[src/rtl/vga_timing_pkg.sv]
// Shared 640x480@60 raster constants and CA grid geometry, also used by the renderer.
package vga_timing_pkg;

    localparam int H_DISPLAY = 640;
    localparam int H_FRONT   = 16;
    localparam int H_SYNC    = 96;
    localparam int H_BACK    = 48;
    localparam int H_TOTAL   = H_DISPLAY + H_FRONT + H_SYNC + H_BACK;

    localparam int V_DISPLAY = 480;
    localparam int V_FRONT   = 10;
    localparam int V_SYNC    = 2;
    localparam int V_BACK    = 33;
    localparam int V_TOTAL   = V_DISPLAY + V_FRONT + V_SYNC + V_BACK;

    localparam bit SYNC_POL  = 1'b0;

    localparam int GRID_W    = 100;
    localparam int LOG_CELL  = 2;
    localparam int FC_W      = 16;

    // Position and cell-index widths are fixed by the port map.
    localparam int POS_W     = 10;
    localparam int GX_W      = 8;

    // Left blanking margin that centres the grid in the visible line.
    function automatic int pad_l(input int h_disp, input int grid_w, input int log_cell);
        return (h_disp - (grid_w << log_cell)) / 2;
    endfunction

    localparam int PAD_L     = pad_l(H_DISPLAY, GRID_W, LOG_CELL);

endpackage

[src/rtl/vga_timing_if.sv]
// Raster timing bundle: the generator drives it, renderers consume it.
interface vga_timing_if
    import vga_timing_pkg::*;
#(
    parameter int FC_W = vga_timing_pkg::FC_W
);
    logic              hsync;
    logic              vsync;
    logic              display_on;
    logic [POS_W-1:0]  hpos;
    logic [POS_W-1:0]  vpos;
    logic              line_start;
    logic              frame_start;
    logic              in_grid;
    logic [GX_W-1:0]   grid_x;
    logic              cell_tick;
    logic              cell_row0;
    logic [FC_W-1:0]   frame_cnt;

    modport master (
        output hsync, vsync, display_on, hpos, vpos, line_start, frame_start,
               in_grid, grid_x, cell_tick, cell_row0, frame_cnt
    );

    modport slave (
        input  hsync, vsync, display_on, hpos, vpos, line_start, frame_start,
               in_grid, grid_x, cell_tick, cell_row0, frame_cnt
    );

endinterface

[src/rtl/vga_axis_counter.sv]
// One raster axis: wrapping position counter plus registered active/sync decodes.
// Decodes come from the next value so they line up with the registered count.
module vga_axis_counter #(
    parameter int TOTAL      = 800,
    parameter int ACTIVE     = 640,
    parameter int SYNC_START = 656,
    parameter int SYNC_LEN   = 96,
    parameter bit SYNC_POL   = 1'b0,
    parameter int W          = 10
) (
    input  logic         clk,
    input  logic         rst_n,
    input  logic         inc,
    output logic [W-1:0] cnt,
    output logic [W-1:0] nxt,
    output logic         wrap,
    output logic         active,
    output logic         sync
);

    // Next position: hold, step, or wrap to zero at the last count.
    always_comb begin
        wrap = inc && (cnt == W'(TOTAL - 1));
        nxt  = cnt;
        if (inc)
            nxt = wrap ? '0 : cnt + 1'b1;
    end

    // Register the count and the decodes of the value it is about to take.
    always_ff @(posedge clk) begin
        if (!rst_n) begin
            cnt    <= '0;
            active <= 1'b0;
            sync   <= ~SYNC_POL;
        end else begin
            cnt    <= nxt;
            active <= (nxt < W'(ACTIVE));
            sync   <= ((nxt >= W'(SYNC_START)) && (nxt < W'(SYNC_START + SYNC_LEN)))
                      ? SYNC_POL : ~SYNC_POL;
        end
    end

endmodule

[src/rtl/vga_timing_gen.sv]
// VGA raster timing source with CA grid strobes; every output is registered and
// describes the current (hpos,vpos) with no extra latency.
module vga_timing_gen
    import vga_timing_pkg::*;
#(
    parameter int H_DISPLAY = vga_timing_pkg::H_DISPLAY,
    parameter int H_FRONT   = vga_timing_pkg::H_FRONT,
    parameter int H_SYNC    = vga_timing_pkg::H_SYNC,
    parameter int H_BACK    = vga_timing_pkg::H_BACK,
    parameter int V_DISPLAY = vga_timing_pkg::V_DISPLAY,
    parameter int V_FRONT   = vga_timing_pkg::V_FRONT,
    parameter int V_SYNC    = vga_timing_pkg::V_SYNC,
    parameter int V_BACK    = vga_timing_pkg::V_BACK,
    parameter bit SYNC_POL  = vga_timing_pkg::SYNC_POL,
    parameter int GRID_W    = vga_timing_pkg::GRID_W,
    parameter int LOG_CELL  = vga_timing_pkg::LOG_CELL,
    parameter int FC_W      = vga_timing_pkg::FC_W
) (
    input  logic         clk,
    input  logic         rst_n,
    vga_timing_if.master vga
);

    localparam int HT  = H_DISPLAY + H_FRONT + H_SYNC + H_BACK;
    localparam int VT  = V_DISPLAY + V_FRONT + V_SYNC + V_BACK;
    localparam int PAD = pad_l(H_DISPLAY, GRID_W, LOG_CELL);

    logic [POS_W-1:0] h_cnt, h_nxt, v_cnt, v_nxt;
    logic             h_wrap, v_wrap, h_act, v_act, h_sync, v_sync;

    vga_axis_counter #(
        .TOTAL(HT), .ACTIVE(H_DISPLAY), .SYNC_START(H_DISPLAY + H_FRONT),
        .SYNC_LEN(H_SYNC), .SYNC_POL(SYNC_POL), .W(POS_W)
    ) u_h (
        .clk(clk), .rst_n(rst_n), .inc(1'b1),
        .cnt(h_cnt), .nxt(h_nxt), .wrap(h_wrap), .active(h_act), .sync(h_sync)
    );

    // Vertical steps on the horizontal wrap, so its sync edges land at hpos==0.
    vga_axis_counter #(
        .TOTAL(VT), .ACTIVE(V_DISPLAY), .SYNC_START(V_DISPLAY + V_FRONT),
        .SYNC_LEN(V_SYNC), .SYNC_POL(SYNC_POL), .W(POS_W)
    ) u_v (
        .clk(clk), .rst_n(rst_n), .inc(h_wrap),
        .cnt(v_cnt), .nxt(v_nxt), .wrap(v_wrap), .active(v_act), .sync(v_sync)
    );

    logic [POS_W-1:0] x_nxt;
    logic             disp_nxt, grid_nxt, tick_nxt, frame_wrap;

    // Grid-relative column of the next pixel; left margin wraps to large values
    // and so falls outside the grid by the same compare as the right margin.
    always_comb begin
        x_nxt      = h_nxt - POS_W'(PAD);
        disp_nxt   = (h_nxt < POS_W'(H_DISPLAY)) && (v_nxt < POS_W'(V_DISPLAY));
        grid_nxt   = disp_nxt && ((x_nxt >> LOG_CELL) < POS_W'(GRID_W));
        tick_nxt   = grid_nxt && (&x_nxt[LOG_CELL-1:0]);
        frame_wrap = h_wrap && v_wrap;
    end

    logic              in_grid, cell_tick, line_start, frame_start, cell_row0;
    logic [GX_W-1:0]   grid_x;
    logic [FC_W-1:0]   frame_cnt;

    // Grid decode, line/frame strobes and completed-frame count.
    always_ff @(posedge clk) begin
        if (!rst_n) begin
            in_grid     <= 1'b0;
            grid_x      <= '0;
            cell_tick   <= 1'b0;
            line_start  <= 1'b0;
            frame_start <= 1'b0;
            cell_row0   <= 1'b1;
            frame_cnt   <= '0;
        end else begin
            in_grid     <= grid_nxt;
            grid_x      <= x_nxt[LOG_CELL+GX_W-1:LOG_CELL];
            cell_tick   <= tick_nxt;
            line_start  <= h_wrap;
            frame_start <= frame_wrap;
            cell_row0   <= (v_nxt[LOG_CELL-1:0] == '0);
            if (frame_wrap)
                frame_cnt <= frame_cnt + 1'b1;
        end
    end

    assign vga.hpos        = h_cnt;
    assign vga.vpos        = v_cnt;
    assign vga.hsync       = h_sync;
    assign vga.vsync       = v_sync;
    assign vga.display_on  = h_act && v_act;
    assign vga.in_grid     = in_grid;
    assign vga.grid_x      = grid_x;
    assign vga.cell_tick   = cell_tick;
    assign vga.line_start  = line_start;
    assign vga.frame_start = frame_start;
    assign vga.cell_row0   = cell_row0;
    assign vga.frame_cnt   = frame_cnt;

endmodule

[src/flat_wrapper.sv]
// flat-port wrapper written by rule: the top's interface ports become plain ports
module vga_timing_gen_flat import vga_timing_pkg::*;
#(
    parameter int H_DISPLAY = vga_timing_pkg::H_DISPLAY,
    parameter int H_FRONT   = vga_timing_pkg::H_FRONT,
    parameter int H_SYNC    = vga_timing_pkg::H_SYNC,
    parameter int H_BACK    = vga_timing_pkg::H_BACK,
    parameter int V_DISPLAY = vga_timing_pkg::V_DISPLAY,
    parameter int V_FRONT   = vga_timing_pkg::V_FRONT,
    parameter int V_SYNC    = vga_timing_pkg::V_SYNC,
    parameter int V_BACK    = vga_timing_pkg::V_BACK,
    parameter bit SYNC_POL  = vga_timing_pkg::SYNC_POL,
    parameter int GRID_W    = vga_timing_pkg::GRID_W,
    parameter int LOG_CELL  = vga_timing_pkg::LOG_CELL,
    parameter int FC_W      = vga_timing_pkg::FC_W
)
  (clk, rst_n, vga_hsync, vga_vsync, vga_display_on, vga_hpos, vga_vpos, vga_line_start, vga_frame_start, vga_in_grid, vga_grid_x, vga_cell_tick, vga_cell_row0, vga_frame_cnt);
  vga_timing_if #(.FC_W(FC_W)) vga_i ();
  input  logic clk;
  input  logic rst_n;
  output wire logic [$bits(vga_i.hsync)-1:0] vga_hsync;
  output wire logic [$bits(vga_i.vsync)-1:0] vga_vsync;
  output wire logic [$bits(vga_i.display_on)-1:0] vga_display_on;
  output wire logic [$bits(vga_i.hpos)-1:0] vga_hpos;
  output wire logic [$bits(vga_i.vpos)-1:0] vga_vpos;
  output wire logic [$bits(vga_i.line_start)-1:0] vga_line_start;
  output wire logic [$bits(vga_i.frame_start)-1:0] vga_frame_start;
  output wire logic [$bits(vga_i.in_grid)-1:0] vga_in_grid;
  output wire logic [$bits(vga_i.grid_x)-1:0] vga_grid_x;
  output wire logic [$bits(vga_i.cell_tick)-1:0] vga_cell_tick;
  output wire logic [$bits(vga_i.cell_row0)-1:0] vga_cell_row0;
  output wire logic [$bits(vga_i.frame_cnt)-1:0] vga_frame_cnt;
  assign vga_hsync = vga_i.hsync;
  assign vga_vsync = vga_i.vsync;
  assign vga_display_on = vga_i.display_on;
  assign vga_hpos = vga_i.hpos;
  assign vga_vpos = vga_i.vpos;
  assign vga_line_start = vga_i.line_start;
  assign vga_frame_start = vga_i.frame_start;
  assign vga_in_grid = vga_i.in_grid;
  assign vga_grid_x = vga_i.grid_x;
  assign vga_cell_tick = vga_i.cell_tick;
  assign vga_cell_row0 = vga_i.cell_row0;
  assign vga_frame_cnt = vga_i.frame_cnt;
  vga_timing_gen #(.H_DISPLAY(H_DISPLAY), .H_FRONT(H_FRONT), .H_SYNC(H_SYNC), .H_BACK(H_BACK), .V_DISPLAY(V_DISPLAY), .V_FRONT(V_FRONT), .V_SYNC(V_SYNC), .V_BACK(V_BACK), .SYNC_POL(SYNC_POL), .GRID_W(GRID_W), .LOG_CELL(LOG_CELL), .FC_W(FC_W)) u_core (.clk(clk), .rst_n(rst_n), .vga(vga_i));
endmodule
[config.mk]
export PLATFORM = sky130hd
export DESIGN_NAME = vga_timing_gen_flat
export DESIGN_NICKNAME = d
export VERILOG_FILES = /design/src/rtl/vga_timing_pkg.sv /design/src/rtl/vga_timing_if.sv /design/src/rtl/vga_axis_counter.sv /design/src/rtl/vga_timing_gen.sv /design/src/flat_wrapper.sv
export SDC_FILE = /design/constraint.sdc
export NUM_CORES = 1
export LEC_CHECK = 0
export CORE_MARGIN = 8
export CORE_UTILIZATION = 40
export DETAILED_ROUTE_END_ITERATION = 8
export PLACE_DENSITY_LB_ADDON = 0.2
export SLEW_MARGIN = 30
export SYNTH_ARGS = -nofsm -noshare
export SYNTH_HDL_FRONTEND = slang
export SYNTH_SLANG_ARGS = --single-unit
[constraint.sdc]
create_clock -name clk -period 2.54 [get_ports clk]
set_input_delay 0.508 -clock clk [delete_from_list [all_inputs] [get_ports clk]]
set_output_delay 0.508 -clock clk [all_outputs]
set_load 0.02 [all_outputs]
==> results of run 1 <==
## state kept, by name, indices dropped and copies added, names as in the netlist
signal and cells:
u_core.vga.frame_cnt 16, u_core.vga.cell_tick 1, u_core.u_h.cnt 10, u_core.vga.in_grid 1, u_core.vga.line_start 1, u_core.vga.frame_start 1
u_core.vga.grid_x 7, u_core.u_h.sync 1, u_core.u_h.active 1, u_core.vga.cell_row0 1, u_core.u_v.active 1, u_core.u_v.sync 1
u_core.u_v.cnt 10
## cells by family after synthesis
logic type,count (synthesis),synth area share
DFF,52,0.3766
and+or+nand+nor,148,0.3255
adders and majority gates,6,0.02716
xor gates and xnor gates,28,0.08873
buffers and inverters,27,0.06020
AOI/OAI and AO/OA,43,0.1145
muxes,2,0.007243
## routing by layer
| metal | vias to the layer above | global-route usage | part of all wire |
|---|---|---|---|
| li1 | 1169 | - | - |
| met1 | 1104 | 0.1691 | 0.47 |
| met2 | 53 | 0.2302 | 0.46 |
| met3 | 10 | 0.03841 | 0.057 |
| met4 | 0 | 0.03958 | 0.013 |
| met5 | - | 0 | 0 |
## worst max-delay path: stages (launching register included)
cell	delay (ps)
dfxtp_4	420
ha_4	180
and4_4	250
and3_4	190
nor2_1	60
ha_1	340
o311a_1	360
o211ai_1	180
a311oi_2	140
nor3_1	160
## cell usage in the layout, fill, tap and decap left out, types with 3 or more instances in the layout
cell type        count
clkdlybuf4s50_1     53
ha_1                 5
and2_1              32
o21ai_0              7
nand3_1             12
a21oi_1              9
nand3b_1             3
nand4b_1             5
nor2_1              16
dfxtp_1             47
clkbuf_8             5
and3_1               7
inv_1                9
xnor2_1             16
nor2b_1              6
or3_1                7
dfxtp_2              4
nor3_1              11
buf_4               10
xor2_1              11
a21o_1               3
nand4_1              6
nand2_1             21
nor4_1               3
## power breakdown
group	leakage [nW]	switching, W	internal [W]
registers	0.424	0.0000113	0.000825
clock network	0.0765	0.000276	0.000453
logic	0.814	0.0000398	0.0000324
total	1.31	0.000327	0.00131
## layout make-up
type / instances / area (um2) / area share
multi-input cells: 227 / 1577 / 0.4479
flip-flops and latches: 52 / 1050 / 0.2983
repair buffers: 63 / 605.6 / 0.1721
well taps: 80 / 100.1 / 0.02844
clock buffers: 6 / 93.84 / 0.02666
clock inverters: 2 / 60.06 / 0.01706
inverters: 9 / 33.78 / 0.009598
## path summary, 6_finish.rpt
kind / slack (ps) / cells past startpoint / to / startpoint
worst max register to register: 170 / 9 / u_core.vga.in_grid$_SDFF_PN0_ / u_core.u_h.cnt[1]$_SDFF_PN0_
worst min register to register: 520 / 2 / u_core.vga.frame_cnt[9]$_SDFFE_PN0P_ / u_core.vga.frame_cnt[9]$_SDFFE_PN0P_
worst min-delay path: 520 / 2 / u_core.vga.frame_cnt[9]$_SDFFE_PN0P_ / u_core.vga.frame_cnt[9]$_SDFFE_PN0P_
worst max-delay path: 170 / 9 / u_core.vga.in_grid$_SDFF_PN0_ / u_core.u_h.cnt[1]$_SDFF_PN0_
## through the flow
stage / worst slack, ps / util / std cells / total power (W) / area (um2)
after global placement: 286.7 / 0.4970 / 431 / 0.0009279 / 3358
after CTS: 185.1 / 0.5198 / 439 / 0.001657 / 3512
after detailed placement: 208.8 / 0.4970 / 431 / 0.0009283 / 3358
after global routing: 2.125 / 0.5209 / 439 / 0.001701 / 3520
after floorplan: 8.709 / - / 306 / 0.0008979 / 2785
final: 173.7 / 0.5209 / 439 / 0.001637 / 3520
## what timing repair did
item	CTS	global route
resized for setup	0	1
hold endpoints to repair	0	0
setup endpoints to repair	0	2
==> metrics, run 1 <==
distinct cell type count after synthesis=63; Setup crit start kind=flop; CTS tree=built; Max clock buf depth=2; H-tree levels=2; hpwl dp=4867 um; Achievable Freq=between 400 and 500 MHz; IO Count=54; Pre-Repair DR Iteration Count=4; clk sinks=52; Yosys reg bits=52; first-pass GRT wire length=~11,000 um; ANT cells=0; vias in the first global route=2,272; EDFF count, synth=0; Hold-fix buffers, CTS=0; Yosys top cell area share=0.3766; area leader, netlist=dfxtp_1; Slew @ Worst Pin=498.0 ps; gpl congestion=about 0.91; CP arrival=about 2600 ps; cell area after synthesis=0.002764 mm2; status=complete, no violations; Synth Instances=around 310; mean cell area of the mapped netlist=9.032 um2; Crit Path Max Fanout=10; max-cap violations=0; setup bufs post-CTS=0; fill cell count=approximately 630; Die Y=a little under 100 um; Port Buffers=53; die area=0.009826 mm2; worst-skew pair later-pin latency=300 ps; setup TNS=0 ps; power per cell area=roughly 470 mW/mm2; total track usage=0.1380; register area share after synthesis=0.3766; Hold Crit Class=flop to flop; layout net count=approximately 370; Top FF cell, synth=dfxtp_1; yosys warns=0; initial antenna violation count=0; FP Rows=30; WL final=6515 um; final period utilization=0.9316; core box area=between 0.006 and 0.007 mm2; TritonCTS Buffers=5; Starting Density=0.4091; commonest cells in the netlist=dfxtp_1, and2_1, nand2_1; share of layout cells above drive strength 1=0.1170; count leader, synth=dfxtp_1; Area contributors post-synth=dfxtp_1, and2_1, xnor2_1; slew margin rel.=0.6649; clk_skew=6.882 ps; maximum vdd drop=about 0.27 mV; RSZ-0062 raised after global routing=no; final hold slack=518.0 ps; Vias per Instance=~5.3; Iter 0 DRT Violations=81; Hold Vio Cnt, Final=0; CTS clk-pin slew, worst paths=around 100 ps; total grt overflow=0; root buffer cell=clkbuf_8; post-route ant nets=0; routed vias=about 2,300; syn_nets=roughly 310; required time of the critical path=2760 ps; DRC Markers=0; Final Critical Period=between 2000 and 2500 ps; WS Path Type=flop to flop; Die Wd=approximately 99 um; WL/cell=14.84 um; leak pwr=1.314 nW; Worst setup EP type=flop; Layout area overhead=27.34%; Pins Over Slew Limit=0; Setup violations, final=0; ys async rst share=0; pin count of the biggest net entering global routing=42
Power figures use the tool's default switching activity.
==> inputs of run 2 (changes only) <==
Settings changed: SKIP_LAST_GASP set to 1.
==> results of run 2 <==
No change in the layout: final DEF, timing and power equal those of run 1.
==> inputs of run 3 (changes only) <==
--- a/constraint.sdc
+++ b/constraint.sdc
@@ -3,2 +3,2 @@
 set_output_delay 0.508 -clock clk [all_outputs]
-set_load 0.02 [all_outputs]
+set_load 0.05 [all_outputs]
==> run 3 against run 2 <==
  * Sequential power about the same
  * Routed wire length increased by 1.6%
  * Count of clock-buffer cells in the layout decreased by 1
  * Via count decreased by 0.56%
  * Flip-flop and latch count unchanged
  * Clock power decreased by 35%
  * Fmax increased by 0.29%
  * First-iteration DRC count increased by 7.4%
  * Non-clock buffer count decreased by 6
  * Cell area decreased by 2.7%
  * Cell count decreased by 1.4%
  * Critical path type unchanged
  * Largest power group unchanged
==> metrics, run 3 (synthesized netlist as in run 1, its figures left out) <==
Starting Density=0.4091; CTS tree=built; ANT cells=0; WS Path Type=flop to flop; most frequent cells in the layout=clkdlybuf4s50_1, dfxtp_1, and2_1, nand2_1; largest stage delay on the critical path=about 430 ps; required time of the critical path=approximately 2800 ps; Slew @ Worst Pin=about 600 ps; Iter 0 DRT Violations=just under 90; critical-path cell list=ha_4, nand3_1, xor2_1, inv_1, ha_1, o311a_1, o211ai_1, a311oi_2, nor4_2; Die Wd=around 99 um; buffers and inverters on the worst path=1; Crit Path Max Fanout=10; vias in the first global route=about 2,200; max reg flops=16; leak pwr=between 1 and 1.5 nW; setup bufs post-CTS=0; initial antenna violation count=0; first-pass GRT wire length=around 11,000 um; Max clock buf depth=2; Top delay family on crit path=compound AO/OA/AOI/OAI gates; max-cap violations=0; Hold Crit Class=flop to flop; clk_skew=between 10 and 15 ps; H-tree levels=2; final period utilization=0.9289; Final Critical Period=2359 ps; worst-skew pair later-pin latency=roughly 300 ps; setup TNS=0 ps; die area=0.009826 mm2; Hold Vio Cnt, Final=0; register area=0.001074 mm2; core box area=~0.0068 mm2; commonest non-fill, non-tap cell in the layout=clkdlybuf4s50_1; DRC Markers=0; WL/cell=about 15 um; clk sinks=52; area of the multi-input gates=around 0.0016 mm2; Placed Area=0.003337 mm2; Achievable Freq=roughly 420 MHz; Setup violations, final=0; Worst setup EP type=flop; power per cell area=408.1 mW/mm2; status=complete, no violations; Vias per Instance=5.365; IO Count=54; total grt overflow=0; Pre-Repair DR Iteration Count=4; slew margin rel.=0.5989; TritonCTS Buffers=5; Top Registers=u_core.vga.frame_cnt (16), u_core.u_h.cnt (10), u_core.u_v.cnt (10); gpl congestion=0.8775; Port Buffers=53; Pins Over Slew Limit=0; root buffer cell=clkbuf_8; CP arrival=approximately 2600 ps; CTS clk-pin slew, worst paths=100 ps; post-cts resize count=0; RSZ-0062 raised after global routing=no; fill cell count=roughly 630; WL final=around 6600 um; Layout area overhead=23.95%; Die Y=~99 um; layout net count=360; Hold-fix buffers, CTS=0; design area=between 0.003 and 0.004 mm2; total track usage=0.1359; slowest CP cell=dfxtp_4; FP Rows=30; Setup crit start kind=flop; pin count of the biggest net entering global routing=between 40 and 50; hpwl dp=around 4900 um; post-route ant nets=0; routed vias=2,323; maximum vdd drop=0.3276 mV; Top reg by flops=u_core.vga.frame_cnt; share of layout cells above drive strength 1=0.1133
-- run 3: worst register-to-register path: stages, from the launching register on --
cell and delay (ps):
dfxtp_4 430, ha_4 190, nand3_1 90, xor2_1 300, inv_1 80, ha_1 370, o311a_1 320, o211ai_1 220
a311oi_2 150, nor4_2 130
-- run 3: power by group --
part	switching, W	internal, W	leakage, nW
Combinational	0.0000586	0.0000306	0.780
Sequential	0.0000149	0.000819	0.429
Clock	0.000278	0.000197	0.0489
-- run 3: layout make-up --
| cell class | instances | share of cell area |
|---|---|---|
| well taps | 80 | 0.02922 |
| repair buffers | 57 | 0.1636 |
| inverters | 9 | 0.009861 |
| multi-input cells | 227 | 0.4580 |
| clock buffers | 5 | 0.02009 |
| flip-flops and latches | 52 | 0.3134 |
| clock inverters | 3 | 0.005844 |
-- run 3: worst paths after layout --
check                                                          start                              endpoint  slack (ps)  cells past startpoint
worst max-delay path                    u_core.u_h.cnt[1]$_SDFF_PN0_       u_core.vga.cell_tick$_SDFF_PN0_         180                      9
worst min-delay path            u_core.vga.frame_cnt[9]$_SDFFE_PN0P_  u_core.vga.frame_cnt[9]$_SDFFE_PN0P_         520                      2
worst max register to register          u_core.u_h.cnt[1]$_SDFF_PN0_       u_core.vga.cell_tick$_SDFF_PN0_         180                      9
worst min register to register  u_core.vga.frame_cnt[9]$_SDFFE_PN0P_  u_core.vga.frame_cnt[9]$_SDFFE_PN0P_         520                      2
-- run 3: metrics by stage --
| step | hold slack, ps | total power (W) | setup WS (ps) | utilization | instances |
|---|---|---|---|---|---|
| after floorplan | 696.4 | 0.0009132 | 35.85 | - | 306 |
| after global placement | 494.3 | 0.0009409 | 307.3 | 0.4939 | 425 |
| after detailed placement | 512.2 | 0.0009415 | 253.4 | 0.4939 | 425 |
| after CTS | 526.9 | 0.001417 | 203.7 | 0.5070 | 433 |
| after global routing | 559.7 | 0.001464 | 30.26 | 0.5070 | 433 |
| final | 518.2 | 0.001398 | 180.6 | 0.5070 | 433 |
-- run 3: metal layers --
| metal | global-route usage | routed length [um] | up-vias |
|---|---|---|---|
| li1 | - | - | 1161 |
| met1 | 0.1641 | 2893 | 1087 |
| met2 | 0.2219 | 3259 | 65 |
| met3 | 0.03073 | 321 | 10 |
| met4 | 0.06868 | 145 | 0 |
| met5 | 0 | 0 | - |
==> patch: new RTL, flow settings as in run 1 <==
`SYNC_POL` is set to 1'b0 in 2 places; all go to 1'b1.
--- a/src/rtl/vga_timing_pkg.sv
+++ b/src/rtl/vga_timing_pkg.sv
@@ -13,7 +13,7 @@
     localparam int V_BACK    = 33;
     localparam int V_TOTAL   = V_DISPLAY + V_FRONT + V_SYNC + V_BACK;
 
-    localparam bit SYNC_POL  = 1'b0;
+    localparam bit SYNC_POL  = 1'b1;
 
     localparam int GRID_W    = 100;
     localparam int LOG_CELL  = 2;
--- a/src/rtl/vga_axis_counter.sv
+++ b/src/rtl/vga_axis_counter.sv
@@ -5,7 +5,7 @@
     parameter int ACTIVE     = 640,
     parameter int SYNC_START = 656,
     parameter int SYNC_LEN   = 96,
-    parameter bit SYNC_POL   = 1'b0,
+    parameter bit SYNC_POL   = 1'b1,
     parameter int W          = 10
 ) (
     input  logic         clk,
Formal check against the unedited RTL: not equivalent (Yosys sat finds a counterexample within 4 cycles, from zero or initial values and one cycle with rst_n low).
==> patch against run 1 <==
Sequential power hardly changed; clock power is 23% lower; global-route usage is 0.49 points higher; worst hold slack better by 0.0015 ns; setup slack worse by 0.064 ns; final cell count is 1.4% higher; area after synthesis is 11% lower; critical endpoint is now u_core.vga.cell_tick; sequential cell count stayed put; non-clock buffer count is 18 higher; wire length is 3.1% lower; power is 7.5% lower; critical path depth is 2 lower; cell area is 4.6% lower.
==> patch: results (changes against run 1) <==
- The biggest cell delay along the critical path is 0.56 ns (+0.14 ns).
- The cell area power density is 451 mW/mm^2 (-3.0%).
- The met2 wire length is 2980 um (-0.63%).
- The kind of cell adding the most delay to the critical path is simple AND/OR/NAND/NOR gates.
- The routed via count divided by cell count is 5.23 (-1.8%).
- The all-layer global routing usage is 0.143 (+0.00487).
- The maximum vdd ir drop is 231 uV (-14%).
- The worst setup slack for register-to-register paths is 0.11 ns (-0.06 ns).
- The distinct cell type count after synthesis was 50 (-21%).
- The internal power contribution came to 1.17 mW (-11%).
- The number of max-capacitance violations reported came to 0 (unchanged).
- The data arrival time of the worst path is 2.62 ns (+0.03 ns).
- The count of fill cells added during filler insertion is 552 (-12%).
- Following the worst setup path forward leads to its endpoint at u_core.vga.cell_tick.
- The detailed placement HPWL was 4730 um (-2.8%).
- The number of non-filler instances in the completed layout is 445 (+1.4%).
- The largest net degree at the start of global routing is 38 (-9.5%).
- The post-synthesis net count came to 303 (-3.5%).
- The highest net fanout along the worst path is 5 (-5).
- The number of instances resized during post-cts repair is 1 (+1).
- The met3 layer usage reported by global route was 0.0341 (-0.00428).
- In this run the critical register-to-register path is launched from u_core.u_h.cnt[7].
- The clock skew after layout is 0.00325 ns (-0.00364 ns).
- The xor/xnor cell area share of the yosys netlist is 0.0927 (+0.00399).
- The synthesized-area fraction occupied by ao, oa, aoi and oai cells is 0.127 (+0.0128).
- The horizontal die dimension is 94.4 um (-4.8%).
- The number of nets in the finished design is 377 (+3.0%).
- The placed instance area is 0.00324 mm^2 (-3.4%).
- The post-synthesis adder-cell area fraction is 0.0306 (+0.00340).
- The violation count after the first detailed-routing iteration is 70 (-14%).
- The maximum achievable frequency is 412 MHz (-2.6%).
- The met1 track demand over resource is 0.174 (+0.00523).
- By area the synthesized netlist is led by sky130_fd_sc_hd__dfxtp_1 42%, sky130_fd_sc_hd__nor2_1 5.8%, sky130_fd_sc_hd__xnor2_1 5.0%.
- The global-route wire length before repair is 10,500 um (-6.2%).
- The average cell area after synthesis was 8.33 um^2 (-7.8%).
- The total routed wire length on the met1 layer was 2850 um (-6.9%).
- The met2 track demand over resource is 0.238 (+0.00787).
- The share of layout cells above drive strength 1 was 0.127 (+0.0100).
- The final weighted congestion in routability-driven placement is 0.887 (-2.5%).
- The commonest cells after synthesis are 52 x sky130_fd_sc_hd__dfxtp_1, 38 x sky130_fd_sc_hd__nor2_1, 27 x sky130_fd_sc_hd__nand2_1, 19 x sky130_fd_sc_hd__a21oi_1, 15 x sky130_fd_sc_hd__inv_1.
- The cell total after placement is 437 (+1.4%).
- The number of post-CTS setup repair buffers is 0 (unchanged).
- The power dissipated in the clock network is 0.561 mW (-23%).
- The post-synthesis sequential area ratio is 0.424 (+0.0472).
- The cell depth of the worst flop-to-flop path is 7 (-2).
- The run finished with clean final reports.
- The largest individual stage delay along the critical path comes from the cell sky130_fd_sc_hd__or4b_4.
- The number of global-route vias before repair is 2,294 (+0.97%).
- The wire length per cell came to 14.2 um (-4.4%).
- The transition time of the tightest slew-check pin is 0.486 ns (-0.0118 ns).
- The share of synthesized area spent on multiplexers is 0.00458 (-0.00266).
## patch: worst min-delay path by stage
| stage | startpoint | to | slack [ns] |
|---|---|---|---|
| 6_report | u_core.vga.frame_cnt[6] | u_core.vga.frame_cnt[6] | 0.52 |
| 5_1_grt | u_core.vga.frame_cnt[6] | u_core.vga.frame_cnt[6] | 0.57 |
| 4_1_cts | u_core.vga.frame_cnt[6] | u_core.vga.frame_cnt[6] | 0.52 |
| 3_5_place_dp | u_core.vga.frame_cnt[1] | u_core.vga.frame_cnt[1] | 0.51 |
| 3_3_place_gp | u_core.vga.frame_cnt[6] | u_core.vga.frame_cnt[6] | 0.48 |
| 2_1_floorplan | u_core.u_h.cnt[0] | u_core.u_h.cnt[0] | 0.49 |
## patch: final cells by class
class,instances,area [um^2],area share
Clock buffer,6,72.6,0.0216
Clock inverter,2,35.0,0.0104
Inverter,15,56.3,0.0168
Multi-Input combinational cell,214,1310,0.390
Sequential cell,52,1050,0.313
Tap cell,75,93.8,0.0280
Timing Repair Buffer,81,741,0.221
